[src/rtl/multipack_shift_chain.sv]
// ---------------------------------------------------------------------------
// multipack_shift_chain
//
// Purpose:
//   A chain of LANES registers, each WIDTH bits wide. The lanes are shifted
//   together as one N = LANES*WIDTH bit serial register. Bits cross lane
//   boundaries with no gap. The chain serves as a pattern generator
//   (TOGGLE / ROTATE / JOHNSON feeds) and as a deserialiser (FEED mode)
//   in front of multi-lane datapaths.
//
//   Flat bit k = i*WIDTH + j is presented as data[i][j].
//
// Ports:
//   clock        in   rising-edge clock
//   reset        in   synchronous active-high reset (highest priority)
//   enable       in   perform one shift this cycle
//   dir          in   0 = left (toward higher flat index), 1 = right
//   mode         in   feed source: 0 FEED, 1 TOGGLE, 2 ROTATE, 3 JOHNSON
//   serial_in    in   external feed bit, used in FEED mode
//   load         in   parallel write of one lane (wins over enable)
//   load_lane    in   lane index for load; out-of-range means no change
//   load_data    in   value written on load
//   data         out  unpacked array of lane registers
//   serial_out   out  exit bit: flat[N-1] when dir=0, flat[0] when dir=1
//   shift_count  out  shifts performed, modulo N
//   wrap         out  one-cycle pulse after shift_count wraps to 0
// ---------------------------------------------------------------------------
module multipack_shift_chain #(
  parameter  int LANES = 5,
  parameter  int WIDTH = 11,
  localparam int N     = LANES * WIDTH,
  localparam int CW    = (N > 1) ? $clog2(N) : 1
) (
  input  logic             clock,
  input  logic             reset,
  input  logic             enable,
  input  logic             dir,
  input  logic [1:0]       mode,
  input  logic             serial_in,
  input  logic             load,
  input  logic [CW-1:0]    load_lane,
  input  logic [WIDTH-1:0] load_data,
  output logic [WIDTH-1:0] data [LANES],
  output logic             serial_out,
  output logic [CW-1:0]    shift_count,
  output logic             wrap
);

  localparam logic [1:0] MODE_FEED    = 2'd0;
  localparam logic [1:0] MODE_TOGGLE  = 2'd1;
  localparam logic [1:0] MODE_ROTATE  = 2'd2;
  localparam logic [1:0] MODE_JOHNSON = 2'd3;

  localparam logic [CW-1:0] COUNT_LAST = CW'(N - 1);

  // ---------------------------------------------------------------------
  // State
  // ---------------------------------------------------------------------
  logic [N-1:0]  r_flat;
  logic [CW-1:0] r_count;
  logic          r_wrap;

  // ---------------------------------------------------------------------
  // Feed selection and shifted images
  // ---------------------------------------------------------------------
  logic          w_exit;
  logic          w_entry;
  logic          w_feed;
  logic [N-1:0]  w_shift_left;
  logic [N-1:0]  w_shift_right;
  logic [N-1:0]  w_shift_next;

  always_comb begin
    // The exit bit leaves the chain on this shift. The entry bit sits in
    // the position that the feed overwrites. Both use pre-shift values.
    w_exit  = dir ? r_flat[0]   : r_flat[N-1];
    w_entry = dir ? r_flat[N-1] : r_flat[0];

    w_feed = serial_in;
    case (mode)
      MODE_FEED:    w_feed = serial_in;
      MODE_TOGGLE:  w_feed = ~w_entry;
      MODE_ROTATE:  w_feed = w_exit;
      MODE_JOHNSON: w_feed = ~w_exit;
      default:      w_feed = serial_in;
    endcase

    // A whole-vector shift followed by a single-bit overwrite also covers
    // N == 1. That case has no k-1 neighbour to slice.
    w_shift_left     = r_flat << 1;
    w_shift_left[0]  = w_feed;
    w_shift_right    = r_flat >> 1;
    w_shift_right[N-1] = w_feed;

    w_shift_next = dir ? w_shift_right : w_shift_left;
  end

  // ---------------------------------------------------------------------
  // Lane load: one-hot lane select; an out-of-range index selects nothing.
  // ---------------------------------------------------------------------
  logic [LANES-1:0] w_lane_sel;
  logic [N-1:0]     w_load_next;
  logic             w_load_valid;

  generate
    for (genvar gi = 0; gi < LANES; gi++) begin : g_lane
      assign w_lane_sel[gi] = (load_lane == CW'(gi));
      assign w_load_next[gi*WIDTH +: WIDTH] =
        w_lane_sel[gi] ? load_data : r_flat[gi*WIDTH +: WIDTH];
      assign data[gi] = r_flat[gi*WIDTH +: WIDTH];
    end
  endgenerate

  assign w_load_valid = |w_lane_sel;

  // ---------------------------------------------------------------------
  // Shift counter
  // ---------------------------------------------------------------------
  logic          w_count_at_last;
  logic [CW-1:0] w_count_next;

  assign w_count_at_last = (r_count == COUNT_LAST);
  assign w_count_next    = w_count_at_last ? '0 : (r_count + 1'b1);

  // ---------------------------------------------------------------------
  // Sequential update: reset > load > enable > hold
  // ---------------------------------------------------------------------
  always_ff @(posedge clock) begin
    if (reset) begin
      r_flat  <= '0;
      r_count <= '0;
      r_wrap  <= 1'b0;
    end else if (load) begin
      // A load suppresses any shift requested in the same cycle. An
      // invalid lane index leaves the data untouched. wrap only marks
      // shift cycles, so it drops here.
      if (w_load_valid) begin
        r_flat <= w_load_next;
      end
      r_wrap <= 1'b0;
    end else if (enable) begin
      r_flat  <= w_shift_next;
      r_count <= w_count_next;
      r_wrap  <= w_count_at_last;
    end else begin
      r_wrap <= 1'b0;
    end
  end

  // ---------------------------------------------------------------------
  // Outputs
  // ---------------------------------------------------------------------
  assign serial_out  = dir ? r_flat[0] : r_flat[N-1];
  assign shift_count = r_count;
  assign wrap        = r_wrap;

endmodule

[config.mk]
export PLATFORM = sky130hd
export DESIGN_NAME = multipack_shift_chain
export DESIGN_NICKNAME = d
export VERILOG_FILES = /design/src/rtl/multipack_shift_chain.sv
export SDC_FILE = /design/constraint.sdc
export NUM_CORES = 1
export LEC_CHECK = 0
export ABC_AREA = 1
export BUFFER_PORTS_ARGS = -buffer_cell sky130_fd_sc_hd__buf_2
export CORE_ASPECT_RATIO = 0.5
export CORE_UTILIZATION = 55
export CTS_CLUSTER_DIAMETER = 100
export DETAILED_ROUTE_END_ITERATION = 10
export PLACE_DENSITY = 0.78
export SYNTH_ARGS = -nofsm -noshare
export SYNTH_HDL_FRONTEND = slang
export SYNTH_SLANG_ARGS = --single-unit
[constraint.sdc]
create_clock -name clock -period 1.9 [get_ports clock]
set_clock_uncertainty 0.1 [all_clocks]
set_input_delay 0.095 -clock clock [delete_from_list [all_inputs] [get_ports clock]]
set_output_delay 0.095 -clock clock [all_outputs]
set_load 0.02 [all_outputs]
After elaboration in Yosys (flattened, before gate mapping)
Index checks and enable logic that the tools add are counted.
Storage, ports and cells
  register bits: 62
  input bits: 25
  output and inout bits: 63
  logic and storage cells: 50
Cells by class
  add/subtract/negate cells: 1
  equal/unequal tests: 14
  mux-type cells: 13
  bitwise operators: 4
  reductions and logical operators: 11
Operators with widths (count)
  55-bit 2-to-1 mux: 4
  11-bit 2-to-1 mux: 5
  3-bit AND reduction: 5
  6-bit by 2-bit == test with 1-bit output (second input constant): 2
  2-bit by 1-bit inequality test with 1-bit output (second input constant): 6
  6-bit by 1-bit adder with 6-bit output (second input constant): 1
  6-bit by 1-bit == test with 1-bit output (second input constant): 1
  6-bit by 3-bit == test with 1-bit output (second input constant): 1
  6-bit == test (second input constant): 1
  6-bit zero test: 1
  6-bit 2-to-1 mux: 1
  5-bit OR reduction: 1
  2-bit == test (second input constant): 2
  1-bit inverter: 4
  1-bit case mux with 4 select lines: 1
  3-bit OR reduction: 1
  2-bit by 1-bit == test with 1-bit output (second input constant): 1
  2-bit zero test: 1
  1-bit 2-to-1 mux: 2
  2-bit AND reduction: 1
  2-bit nonzero test: 1

Longest topological paths before layout
Gate-level depths: netlist of the first run.
  depth in word-level cells: 6
  gate-level depth with buffers: 10

Worst setup path after synthesis of the first run
Ideal clock, no wire load.
  path type: register to register
  from: reg r_count[0] (netlist: shift_count[0])
  to: reg r_count[5] (netlist: shift_count[5])
  setup time: 0.080 ns
  arrival: 1.236 ns
  slack: 0.484 ns
  cell stages (with the launch flop): 8
  path buffers: 0
  cells stage by stage: dfxtp_1 inv_1 ha_1 nand3_1 nor3_1 nand2_1 nand2_1 nor3b_1
On the way
  longest elaborated chain between the ends: 2
  elaborated cells on any way between the ends: 3
  classes of those cells: 1 x add/sub; 1 x eq/ne; 1 x mux
RTL lines
  start: declaration: line 60  | logic [CW-1:0] r_count;
  start signal: assignment: line 143  | r_count <= w_count_next;
  6-bit by 1-bit adder with 6-bit output or 6-bit == test (tied branches): line 123, 122
  6-bit 2-to-1 mux (*): line 123  | assign w_count_next = w_count_at_last ? '0 : (r_count + 1'b1);
Every way passes the cells marked *; elsewhere a longest branch is shown, timed or not.
A chain may end at the register's enable or synchronous reset.

==> impl_results.md, run 1 <==
* Syn nets at 532
* Final Hold Fails at 0
* Worst relative slew slack at 67.1%
* First-pass GRT wire length at 15700 um
* N_diodes at 0
* Sequential share of power at 40.2%
* Slew @ Worst Pin at 494 ps
* CP max FO at 52
* Initial Utilization at 57.2%
* Initial DRC count at 495
* Worst vdd ir at 638 uV
* Clock share of power at 40.4%
* Max H-tree Level at 3
* Clock latency on the worst-skew pair at 330 ps
* RSZ-0062 raised after global routing: no
* Post-CTS Setup Bufs at 0
* Post-CTS resize count at 0
* Tcrit/Tclk final at 77.8%
* Vias in the first global route at 3093
* CTS tree: done
* CTS Buf Count at 9
* Largest net degree at the start of global routing at 53
* Status: complete, no violations
* Clock root cell: clkbuf_16
* CP Data Arrival Time at 1640 ps
* Bufs on Longest Clock Path at 2
* FMAX at 0.677 GHz
* Post-DP HPWL at 6590 um
* Slew Viols, Final at 0
* Gr ovfl total at 0
* Setup ws final at 422 ps
* IO Count at 88
* First drt pass iteration count at 5
* WHS at 91.3 ps
* Yosys cell types at 35
* Net Sw Power at 1110 uW
* Synthesized area at 0.00349 sq mm
* Core area at 0.00611 sq mm
* Die extent in y at 58.3 um
* Die ar. at 0.00669 sq mm
* Tmin final at 1480 ps
* Residual DRC at 0
* FP Rows at 20
* Syn avg cell area at 6.91 sq um
* Post-synthesis sequential area ratio at 35.6%
* CP Class: in -> reg
* Clock transition at path regs at 50 ps
* Via count at 3822
* Share of layout cells above drive strength 1 at 22.6%
* Routed length per instance at 15.0 um
* Seq cells post-synth at 62
* Via density at 5.69
* Post-layout nets at 607
* Combinational Power Share at 19.4%
* Worst Hold Class: in -> reg
* Pre-CTS setup slack at 454 ps
* Critical Path RT at 2060 ps
* Yosys warnings at 0
* Synth Instances at 505
* Final ANT Viol Nets at 0
* Max-cap check violation count at 0
* Die W at 115 um
* PwrDens at 887 mW/mm^2
* Startpoint types: input port
* Crit end category: flop
* Power Internal at 2580 uW
* Final setup viols at 0
* Leakage power at 0.00191 uW
* # clock sinks at 62
* Initial antenna violation count at 0
* Routed Wire Length at 10100 um
* Net Sw Frac at 30.2%
* Input/output buffers at 87
* Area growth, synth to finish at 19.2%
* Setup TNS at 0 ps
* Gpl congestion at 0.834
* Gr usage total at 31.0%
[final timing paths]
kind	startpoint	endpoint	slack [ps]	depth (start not counted)
worst max-delay path	reset	r_flat[11]$_SDFFE_PP0P_	420	6
worst min-delay path	enable	shift_count[0]$_SDFFE_PP0P_	90	4
worst max register to register	shift_count[0]$_SDFFE_PP0P_	shift_count[5]$_SDFFE_PP0P_	490	7
worst min register to register	r_flat[32]$_SDFFE_PP0P_	r_flat[32]$_SDFFE_PP0P_	380	2
[sequential cells by signal, summed over array words and instances (netlist names)]
register	cells
wrap	1
r_flat	55
shift_count	6
[worst max-delay path, stage by stage]
cell	delay (ps)
dlygate4sd3_1	530
buf_2	170
inv_1	80
buf_4	420
o21ai_0	210
nor2_1	140
[layout by cell type (no fill, tap or decap), drive strengths merged]
cell	n
nand2	48
a21oi	52
nand3	20
a21boi	1
dfxtp	62
inv	29
o211a	7
nor3	6
o211ai	2
buf	96
clkbuf	14
nand4	3
nor3b	2
o21ai	135
a31o	1
o21a	1
nor2	99
ha	2
dlygate4sd3	2
clkinv	1
a211oi	1
[synthesized netlist by cell type (all sizes together)]
| library cell | count | share of area, % |
|---|---|---|
| o21a | 1 | 0.22 |
| nand3 | 20 | 3.6 |
| inv | 29 | 3.2 |
| o211a | 7 | 2.0 |
| dfxtp | 62 | 36 |
| o21ai | 135 | 19 |
| ha | 2 | 0.72 |
| buf | 25 | 6.0 |
| a31o | 1 | 0.25 |
| a211oi | 1 | 0.22 |
| nor2 | 99 | 11 |
| nor3 | 6 | 1.3 |
| o211ai | 2 | 0.43 |
| a21boi | 1 | 0.22 |
| nand2 | 48 | 6.2 |
| nor3b | 2 | 0.43 |
| nand4 | 3 | 0.72 |
| a21oi | 52 | 7.6 |
| clkbuf | 9 | 1.0 |
[per-stage QoR]
| step | total power [uW] | instance area, sq um | util (%) | instances |
|---|---|---|---|---|
| 2_1_floorplan | 2000 | 3490 | - | 505 |
| 3_3_place_gp | 2200 | 3870 | 63.4 | 655 |
| 3_5_place_dp | 2210 | 3870 | 63.4 | 655 |
| 4_1_cts | 3690 | 4160 | 68.2 | 672 |
| 5_1_grt | 3850 | 4160 | 68.2 | 672 |
| 6_report | 3690 | 4160 | 68.2 | 672 |
[cell families (layout without fill, tap and decap cells)]
family	Yosys count	count (layout)	synth area share (%)
fa+ha+maj	2	2	0.717
buf+inv	63	142	10.2
compound gates	200	200	30.3
simple gates	178	178	23.3
flops	62	62	35.6
[layer usage]
layer / vias up / GRT usage [%] / part of all wire [%]
li1: 1865 / - / -
met4: 0 / 11.7 / 1.4
met2: 201 / 43.7 / 42
met3: 13 / 11.9 / 12
met1: 1743 / 43.0 / 45
met5: - / 0 / 0
[power groups by stage]
stage | sequential [uW] | combinational [uW] | clock, uW
after floorplan | 1600 | 402 | 0
after global placement | 1510 | 693 | 0
after detailed placement | 1510 | 699 | 0
after CTS | 1480 | 708 | 1500
after global routing | 1500 | 791 | 1560
final | 1490 | 717 | 1490
[layout make-up]
cell class / instances / area [sq um]
Clock inverter: 1 / 5.00
Timing Repair Buffer: 98 / 536
Clock buffer: 14 / 264
Sequential cell: 62 / 1240
Multi-Input combinational cell: 380 / 1890
Inverter: 29 / 111
Tap cell: 88 / 110
Fill cell: 561 / 1940
[repair_timing]
item,in CTS,in global routing
hold buffers,2,0
setup endpoints to repair,0,0
endpoints found under the hold margin,5,0
Note: power is estimated with default switching activity, not from simulation.
==> inputs of run 2 (changes only) <==
--- a/config.mk
+++ b/config.mk
@@ -8,10 +8,10 @@
 export ABC_AREA = 1
 export BUFFER_PORTS_ARGS = -buffer_cell sky130_fd_sc_hd__buf_2
 export CORE_ASPECT_RATIO = 0.5
-export CORE_UTILIZATION = 55
+export CORE_UTILIZATION = 48
 export CTS_CLUSTER_DIAMETER = 100
 export DETAILED_ROUTE_END_ITERATION = 10
-export PLACE_DENSITY = 0.78
+export PLACE_DENSITY = 0.72
 export SYNTH_ARGS = -nofsm -noshare
 export SYNTH_HDL_FRONTEND = slang
 export SYNTH_SLANG_ARGS = --single-unit
==> constraint.sdc (replaced) <==
create_clock -name clock -period 1.2 [get_ports clock]
set_clock_uncertainty 0.1 [all_clocks]
set_input_delay 0.06 -clock clock [delete_from_list [all_inputs] [get_ports clock]]
set_output_delay 0.06 -clock clock [all_outputs]
set_load 0.02 [all_outputs]
==> impl_results.md, run 2 (synthesized netlist as in run 1, its figures left out) <==
* Status: complete, but fails checks
* Failing checks: setup timing
* Top sig layer: met4
* Gr ovfl total at 0 (unchanged)
* Initial DRC count at 491 (-0.81%)
* Final Hold Fails at 0 (unchanged)
* Critical path's largest stage delay at 350 ps (-180 ps)
* Final ANT Viol Nets at 0 (unchanged)
* Critical Path RT at 1320 ps (-740 ps)
* Final setup viols at 6 (+6)
* Post-layout nets at 629 (+3.6%)
* Pre-CTS setup slack at -44.7 ps (-499 ps)
* CTS Buf Count at 9 (unchanged)
* Initial Utilization at 50.9% (-6.3 points)
* Gpl congestion at 0.875 (+4.9%)
* Worst Hold Class: in -> reg
* Worst R2R Start: shift_count[0]$_SDFFE_PP0P_
* CTS tree: done
* Slew @ Worst Pin at 313 ps (-181 ps)
* Post-DP HPWL at 7150 um (+8.4%)
* Tmin final at 1220 ps
* Fill cells at 625 (+11%)
* FP Rows at 21 (+5.0%)
* N_diodes at 0 (unchanged)
* Largest net degree at the start of global routing at 53 (unchanged)
* CP Data Arrival Time at 1340 ps (-300 ps)
* PwrDens at 1330 mW/mm^2 (+50%)
* Startpoint types: flop
* FMAX at 0.819 GHz
* Max-cap check violation count at 0 (unchanged)
* Share of layout cells above drive strength 1 at 28.5% (+5.9 points)
* Leakage power at 0.00208 uW (+8.8%)
* Gr usage total at 29.0% (-1.9 points)
* CP max FO at 6 (-88%)
* Die W at 123 um (+6.9%)
* Setup ws final at -20.3 ps (-443 ps)
* Bufs on Longest Clock Path at 2 (unchanged)
* Power Internal at 4190 uW (+63%)
* Setup crit start: shift_count[0]$_SDFFE_PP0P_
* Slew Viols, Final at 0 (unchanged)
* Clock latency on the worst-skew pair at 330 ps (about the same)
* Clock transition at path regs at 50 ps (about the same)
* RSZ-0062 raised after global routing: yes
* WL met1 at 4980 um (+10%)
* Max H-tree Level at 3 (unchanged)
* Die ar. at 0.00764 sq mm (+14%)
* Net Sw Power at 1830 uW (+64%)
* # placed instances at 681 (+4.0%)
* Tcrit/Tclk final at 102%
* Worst vdd ir at 689 uV (+8.0%)
* WHS at 16.6 ps (-74.7 ps)
* Largest Register: r_flat
* First-pass GRT wire length at 17000 um (+8.5%)
* Via density at 5.61 (-1.3%)
* Area growth, synth to finish at 30.0%
* IO Count at 88 (unchanged)
* Initial antenna violation count at 0 (unchanged)
* Slowest cell on crit path: dfxtp_4
* Fin util at 66.2% (-2.0 points)
* Met3 wire len at 1110 um (-5.1%)
* Routed length per instance at 15.1 um (+1.2%)
* Core area at 0.00686 sq mm (+12%)
* CP Cell Sequence: inv_4, ha_4, nand3_2, nor3_2, nand2_2, nand2_4, nor2_1
* Via count at 3922 (+2.6%)
* Vias in the first global route at 3334 (+7.8%)
* Non-filler instance count after layout at 699 (+4.0%)
* Worst relative slew slack at 79.1% (+12 points)
* Hold_sp: reset
* Input/output buffers at 87 (unchanged)
* # clock sinks at 62 (unchanged)
* WL met2 at 4320 um (+2.6%)
* Commonest non-fill, non-tap cells in the layout: 94 x nor2_1, 94 x o21ai_0, 86 x buf_2
* First drt pass iteration count at 6 (+1)
* Largest register FFs at 55 (unchanged)
* Sequential share of power at 39.2% (-1.0 points)
* Net Sw Frac at 30.3% (+0.19 points)
* Residual DRC at 0 (unchanged)
* Clock share of power at 39.9% (-0.5 points)
* Die extent in y at 62.3 um (+6.8%)
* Routed Wire Length at 10600 um (+5.3%)
* CP Class: reg -> reg
* Crit end category: flop
* Post-CTS Setup Bufs at 0 (unchanged)
* Combinational Power Share at 20.8% (+1.4 points)
* Clock root cell: clkbuf_16
[run 2: path summary, 6_finish.rpt]
| kind | slack (ps) | cells after the start | to |
|---|---|---|---|
| max | -20 | 7 | shift_count[2]$_SDFFE_PP0P_ |
| min | 20 | 4 | shift_count[0]$_SDFFE_PP0P_ |
| max reg2reg | -20 | 7 | shift_count[2]$_SDFFE_PP0P_ |
| min reg2reg | 390 | 2 | r_flat[21]$_SDFFE_PP0P_ |
[run 2: what timing repair did]
item | 4_1_cts | 5_1_grt
endpoints found under the setup margin | 6 | 13
gates resized for setup | 2 | 11
hold buffers | 2 | 0
hold endpoints to repair | 5 | 0
pin swaps | 2 | 1
[run 2: power groups by stage]
| stage | clock (uW) | sequential (uW) | combinational, uW |
|---|---|---|---|
| after floorplan | 0 | 2540 | 642 |
| after global placement | 0 | 2400 | 1220 |
| after detailed placement | 0 | 2400 | 1220 |
| after CTS | 2440 | 2350 | 1240 |
| after global routing | 2550 | 2380 | 1390 |
| final | 2410 | 2360 | 1260 |
[run 2: final cells by class]
| cell class | instances | area (sq um) | area share, % |
|---|---|---|---|
| Multi-Input combinational cell | 380 | 1950 | 43.1 |
| Sequential cell | 62 | 1250 | 27.6 |
| Timing Repair Buffer | 120 | 828 | 18.3 |
| Clock buffer | 15 | 268 | 5.90 |
| Tap cell | 92 | 115 | 2.54 |
| Inverter | 29 | 114 | 2.51 |
| Clock inverter | 1 | 5.00 | 0.110 |
[run 2: metrics by stage]
step	TNS [ps]	area [sq um]	total power, uW
4_1_cts	-18.1	4520	6030
6_report	-82.2	4540	6020
3_5_place_dp	-306	4210	3620
2_1_floorplan	0	3540	3180
5_1_grt	-613	4540	6310
3_3_place_gp	-76.0	4210	3610
[run 2: worst max-delay path: cells and delay by family (launching register included)]
| kind | cells | cell delay (ps) |
|---|---|---|
| DFF | 1 | 350 |
| buffers and inverters | 1 | 70 |
| adders and majority gates | 1 | 120 |
| and+or+nand+nor | 5 | 470 |
[run 2: metal layers]
layer	vias up	GRT usage, %
li1	1920	-
met1	1779	42.0
met2	204	40.4
met3	19	9.93
met4	0	7.77
met5	-	0
